### config.mk
export PLATFORM = sky130hd
export DESIGN_NAME = apb_master
export DESIGN_NICKNAME = d
export VERILOG_FILES = /design/src/rtl/apb_master.sv
export SDC_FILE = /design/constraint.sdc
export NUM_CORES = 1
export LEC_CHECK = 0
export BUFFER_PORTS_ARGS = -buffer_cell sky130_fd_sc_hd__buf_4
export CORE_AREA = 3 3 74 146
export DETAILED_ROUTE_END_ITERATION = 10
export DIE_AREA = 0 0 77 149
export PLACE_DENSITY = 0.78
export SYNTH_ARGS = -nofsm -noshare
export SYNTH_HDL_FRONTEND = slang
export SYNTH_SLANG_ARGS = --single-unit
### constraint.sdc
create_clock -name PCLK -period 2.4 [get_ports PCLK]
set_clock_uncertainty 0.15 [all_clocks]
set_input_delay 0.48 -clock PCLK [delete_from_list [all_inputs] [get_ports PCLK]]
set_output_delay 0.48 -clock PCLK [all_outputs]
set_load 0.01 [all_outputs]
### src/rtl/apb_master.sv
// APB master: takes one command at a time through SETUP/ACCESS and returns a
// registered response, aborting with a timeout flag if PREADY never arrives.
module apb_master #(
   parameter int TIMEOUT_CYCLES = 16
) (
   input  logic        PCLK,
   input  logic        PRESETn,
   input  logic        cmd_valid,
   output logic        cmd_ready,
   input  logic        cmd_write,
   input  logic [31:0] cmd_addr,
   input  logic [31:0] cmd_wdata,
   output logic        rsp_valid,
   input  logic        rsp_ready,
   output logic [31:0] rsp_rdata,
   output logic        rsp_err,
   output logic        rsp_timeout,
   output logic        PSEL,
   output logic        PENABLE,
   output logic        PWRITE,
   output logic [31:0] PADDR,
   output logic [31:0] PDATA,
   input  logic [31:0] PRDATA,
   input  logic        PREADY,
   input  logic        PSLVERR
);

   typedef enum logic [1:0] {S_IDLE = 2'd0, S_SETUP = 2'd1, S_ACCESS = 2'd2, S_RESP = 2'd3} state_t;

   localparam logic [7:0] TO_LIM = 8'(TIMEOUT_CYCLES);

   state_t      r_state, w_state_nx;
   logic        r_cmd_ready, w_cmd_ready_nx;
   logic        r_psel, w_psel_nx;
   logic        r_penable, w_penable_nx;
   logic        r_pwrite, w_pwrite_nx;
   logic [31:0] r_paddr, w_paddr_nx;
   logic [31:0] r_pdata, w_pdata_nx;
   logic        r_rsp_valid, w_rsp_valid_nx;
   logic [31:0] r_rsp_rdata, w_rsp_rdata_nx;
   logic        r_rsp_err, w_rsp_err_nx;
   logic        r_rsp_to, w_rsp_to_nx;
   logic [7:0]  r_cnt, w_cnt_nx;
   logic [7:0]  w_cnt_inc;

   assign w_cnt_inc = r_cnt + 8'd1;

   always_comb begin
      w_state_nx     = r_state;
      w_psel_nx      = r_psel;
      w_penable_nx   = r_penable;
      w_pwrite_nx    = r_pwrite;
      w_paddr_nx     = r_paddr;
      w_pdata_nx     = r_pdata;
      w_rsp_valid_nx = r_rsp_valid;
      w_rsp_rdata_nx = r_rsp_rdata;
      w_rsp_err_nx   = r_rsp_err;
      w_rsp_to_nx    = r_rsp_to;
      w_cnt_nx       = r_cnt;
      case (r_state)
         S_IDLE: begin
            w_psel_nx    = 1'b0;
            w_penable_nx = 1'b0;
            if (cmd_valid && r_cmd_ready) begin
               w_pwrite_nx = cmd_write;
               w_paddr_nx  = cmd_addr;
               w_pdata_nx  = cmd_wdata;
               w_psel_nx   = 1'b1;
               w_state_nx  = S_SETUP;
            end
         end
         S_SETUP: begin
            w_penable_nx = 1'b1;
            w_cnt_nx     = 8'd0;
            w_state_nx   = S_ACCESS;
         end
         S_ACCESS: begin
            if (PREADY) begin
               w_psel_nx      = 1'b0;
               w_penable_nx   = 1'b0;
               w_rsp_valid_nx = 1'b1;
               w_rsp_err_nx   = PSLVERR;
               w_rsp_to_nx    = 1'b0;
               // Only a clean read returns bus data, so a floating PRDATA never leaks out
               w_rsp_rdata_nx = (!r_pwrite && !PSLVERR) ? PRDATA : 32'h0;
               w_state_nx     = S_RESP;
            end else begin
               w_cnt_nx = w_cnt_inc;
               if (w_cnt_inc == TO_LIM) begin
                  w_psel_nx      = 1'b0;
                  w_penable_nx   = 1'b0;
                  w_rsp_valid_nx = 1'b1;
                  w_rsp_err_nx   = 1'b1;
                  w_rsp_to_nx    = 1'b1;
                  w_rsp_rdata_nx = 32'h0;
                  w_state_nx     = S_RESP;
               end
            end
         end
         S_RESP: begin
            if (rsp_ready) begin
               w_rsp_valid_nx = 1'b0;
               w_state_nx     = S_IDLE;
            end
         end
         default: begin
            w_psel_nx      = 1'b0;
            w_penable_nx   = 1'b0;
            w_rsp_valid_nx = 1'b0;
            w_state_nx     = S_IDLE;
         end
      endcase
      // Registered ready follows the state we are entering, so it lags a handshake by one cycle
      w_cmd_ready_nx = (w_state_nx == S_IDLE) && !(r_state == S_IDLE && cmd_valid && r_cmd_ready);
   end

   always_ff @(posedge PCLK) begin
      if (!PRESETn) begin
         r_state     <= S_IDLE;
         r_cmd_ready <= 1'b0;
         r_psel      <= 1'b0;
         r_penable   <= 1'b0;
         r_pwrite    <= 1'b0;
         r_paddr     <= 32'h0;
         r_pdata     <= 32'h0;
         r_rsp_valid <= 1'b0;
         r_rsp_rdata <= 32'h0;
         r_rsp_err   <= 1'b0;
         r_rsp_to    <= 1'b0;
         r_cnt       <= 8'd0;
      end else begin
         r_state     <= w_state_nx;
         r_cmd_ready <= w_cmd_ready_nx;
         r_psel      <= w_psel_nx;
         r_penable   <= w_penable_nx;
         r_pwrite    <= w_pwrite_nx;
         r_paddr     <= w_paddr_nx;
         r_pdata     <= w_pdata_nx;
         r_rsp_valid <= w_rsp_valid_nx;
         r_rsp_rdata <= w_rsp_rdata_nx;
         r_rsp_err   <= w_rsp_err_nx;
         r_rsp_to    <= w_rsp_to_nx;
         r_cnt       <= w_cnt_nx;
      end
   end

   assign cmd_ready   = r_cmd_ready;
   assign PSEL        = r_psel;
   assign PENABLE     = r_penable;
   assign PWRITE      = r_pwrite;
   assign PADDR       = r_paddr;
   assign PDATA       = r_pdata;
   assign rsp_valid   = r_rsp_valid;
   assign rsp_rdata   = r_rsp_rdata;
   assign rsp_err     = r_rsp_err;
   assign rsp_timeout = r_rsp_to;

endmodule

==> results.ini <==
[critical_path]
crit_path_start=r_cnt[0]
path_buf_inv=1
cpPeakStageDelay_ns=0.44
worst-path-max-fanout=34
reg2reg_to=PSEL
critical_path_arrival_ns=2.12
rrSetupSlack_ns=0.39
crit_required_ns=2.52
crit_chain=ha_1 -> and4bb_2 -> nor2_1 -> nor4_4 -> buf_12 -> o221ai_1
worst_setup_path_start_kind=flop
r2r_cells=6
endpoint_kind=flop
cp_slowest_cell=dfxtp_1
crit_type=flop to flop
rr_startpoint=r_cnt[0]
path_delay_family=simple AND/OR/NAND/NOR gates

[job]
maxCapViolCount=0

[cts]
cts_tree=yes
clkTransAtPathRegs_ns=0.05
clock_tree.buffer_depth=2
clk_latency_ns=0.40
clock-sinks=113
cts-resized-gates=0
cts-buffers-inserted=17
postCtsSetupBuffers=0
h-tree-depth=4
cts-root-buf=clkbuf_16
hold_buffers=0

[placement]
port_buffers=205
pre_cts_slack_ns=0.411
place.gp.congestion=0.873
hpwl_um=9700

[timing]
hold_viol=0
worstMarginPinSlew_ns=0.671
setup_viol=0
setup_tns_ns=0
grt_setup_unrepaired=false
fin_crit_sh=0.837
maxSlewViolCount=0
period_minus_slack_ns=2.01
slew_headroom=0.553
fmax_mhz=498
worst_slack_ns=0.392

[synthesis]
synth_ff_type=dfxtp_1
ys_seq_area_frac=0.497
synth_top_area_share=0.497
synth_edf_count=0
yosys_warnings=0
yosys.area.top_type=dfxtp_1
avgSynthCellArea_um2=7.93
netlist_instances=574
synth.cell_area_um2=4550
ys_ff_latch=113
synth_fp_nets=678
synthArstFlopShare=0
ys_types=51
netlist_top_cells_area=dfxtp_1, nand2_1, a21oi_1

[floorplan]
die_h_um=149
start_util=0.466
ios=206
core_area_um2=9760
rows=51
die_area_um2=11500
die_w_um=77

[route]
drtPass1Iterations=6
ant_nets=0
vias=4758
wl_um=13400
viasPerCell=5.22
wl_per_cell_um=14.7
first_iter_violations=194
remaining_drc_errors=0

[grt]
track_usage=0.238
antenna_found_initial=0
overflow=0
first_global_vias=4859
grt_pass1_wl_um=22100
grt_max_degree=66

[hold_path]
min_to=rsp_rdata[22]
hp-class=primary input to flop
worstHoldStart=PRDATA[22]
whs_path_depth=3

[power_and_ir_drop]
pwr-share-comb=0.127
seqPwrFrac=0.392
p_int_w=0.00397
p_per_area_nw_per_um2=768
p_sw_w=0.00123
ir_drop_mv=0.669
p_sw_frac=0.236
leakage_nw=2.93
p_clk_frac=0.481

[finish]
drive_gt1_frac=0.358
n_antenna_cell=0
area_delta_synth_final_pct=48.9
mostFrequentLayoutCells=buf_4, nand2_1, dfxtp_1
fill_cells=812
final_common_cell=buf_4
nets=871

[outcome]
outcome=finished clean

worst max-delay path by stage:
stage,slack (ns),endpoint,cells past startpoint
after global routing,0.24,PSEL,6
after CTS,0.40,PSEL,6
after floorplan,0.56,rsp_rdata[11],6
after global placement,0.48,PSEL,6
after detailed placement,0.41,PSEL,6
final,0.39,PSEL,6
through the flow:
stage          hold WS, ns  instances   util  power, W  instance area, µm²
3_5_place_dp         0.298        880  0.633   0.00274                6180
3_3_place_gp         0.293        880  0.633   0.00272                6180
2_1_floorplan        0.320        574      -   0.00238                4550
6_report             0.134        911  0.694   0.00520                6780
5_1_grt              0.116        911  0.694   0.00542                6780
4_1_cts              0.113        911  0.694   0.00526                6780
Yosys cell counts (all sizes together) (2+ instances only):
cell type,instances
nor4,3
inv,7
or4,2
o21a,3
a21oi,107
nand3,8
nand4b,2
o21ai,39
buf,18
o211ai,3
or3,2
clkbuf,23
and3,3
a32oi,2
nand2b,2
a31oi,2
dfxtp,113
nand2,171
nor2b,3
nor3,2
nor2,37
worst reg2reg max path, stage by stage, from the launching register on:
cell and delay (ns):
dfxtp_1 0.44, ha_1 0.26, and4bb_2 0.27, nor2_1 0.08, nor4_4 0.27, buf_12 0.25, o221ai_1 0.16
registers in the layout, summed over array words and instances, names as in the netlist:
name / count
rsp_valid: 1
PWRITE: 1
rsp_err: 1
PADDR: 32
PENABLE: 1
cmd_ready: 1
PSEL: 1
PDATA: 32
rsp_timeout: 1
r_state: 2
rsp_rdata: 32
r_cnt: 8
final cells by class:
| cell class | count | area (µm²) | area share |
|---|---|---|---|
| inverters | 7 | 26.3 | 0.00388 |
| multi-input cells | 413 | 2090 | 0.308 |
| repair buffers | 215 | 1640 | 0.242 |
| well taps | 132 | 165 | 0.0244 |
| clock buffers | 21 | 460 | 0.0679 |
| flip-flops and latches | 113 | 2260 | 0.334 |
| clock inverters | 10 | 135 | 0.0199 |
per-layer routing:
layer / wire length, µm / share of wire / GRT usage / vias up
met5: 0 / 0 / 0 / -
met3: 1300 / 0.097 / 0.0973 / 37
met4: 426 / 0.032 / 0.113 / 0
li1: - / - / - / 2322
met2: 6880 / 0.51 / 0.421 / 225
met1: 4800 / 0.36 / 0.239 / 2174
power by group through the flow:
stage	registers [W]	clock network, W	logic (W)
after detailed placement	0.00208	0	0.000663
after CTS	0.00204	0.00255	0.000665
after floorplan	0.00212	0	0.000259
after global routing	0.00205	0.00264	0.000725
after global placement	0.00207	0	0.000646
final	0.00204	0.00250	0.000659
logic make-up after synthesis:
group	count (synthesis)	synth area share
buffers and inverters	48	0.0476
AO/OA/AOI/OAI	166	0.218
adder cells (fa/ha/maj)	1	0.00275
multiplexers	1	0.00220
AND/OR/NAND/NOR	245	0.233
flip-flops	113	0.497
No activity file was read; power rests on OpenSTA's default activity.
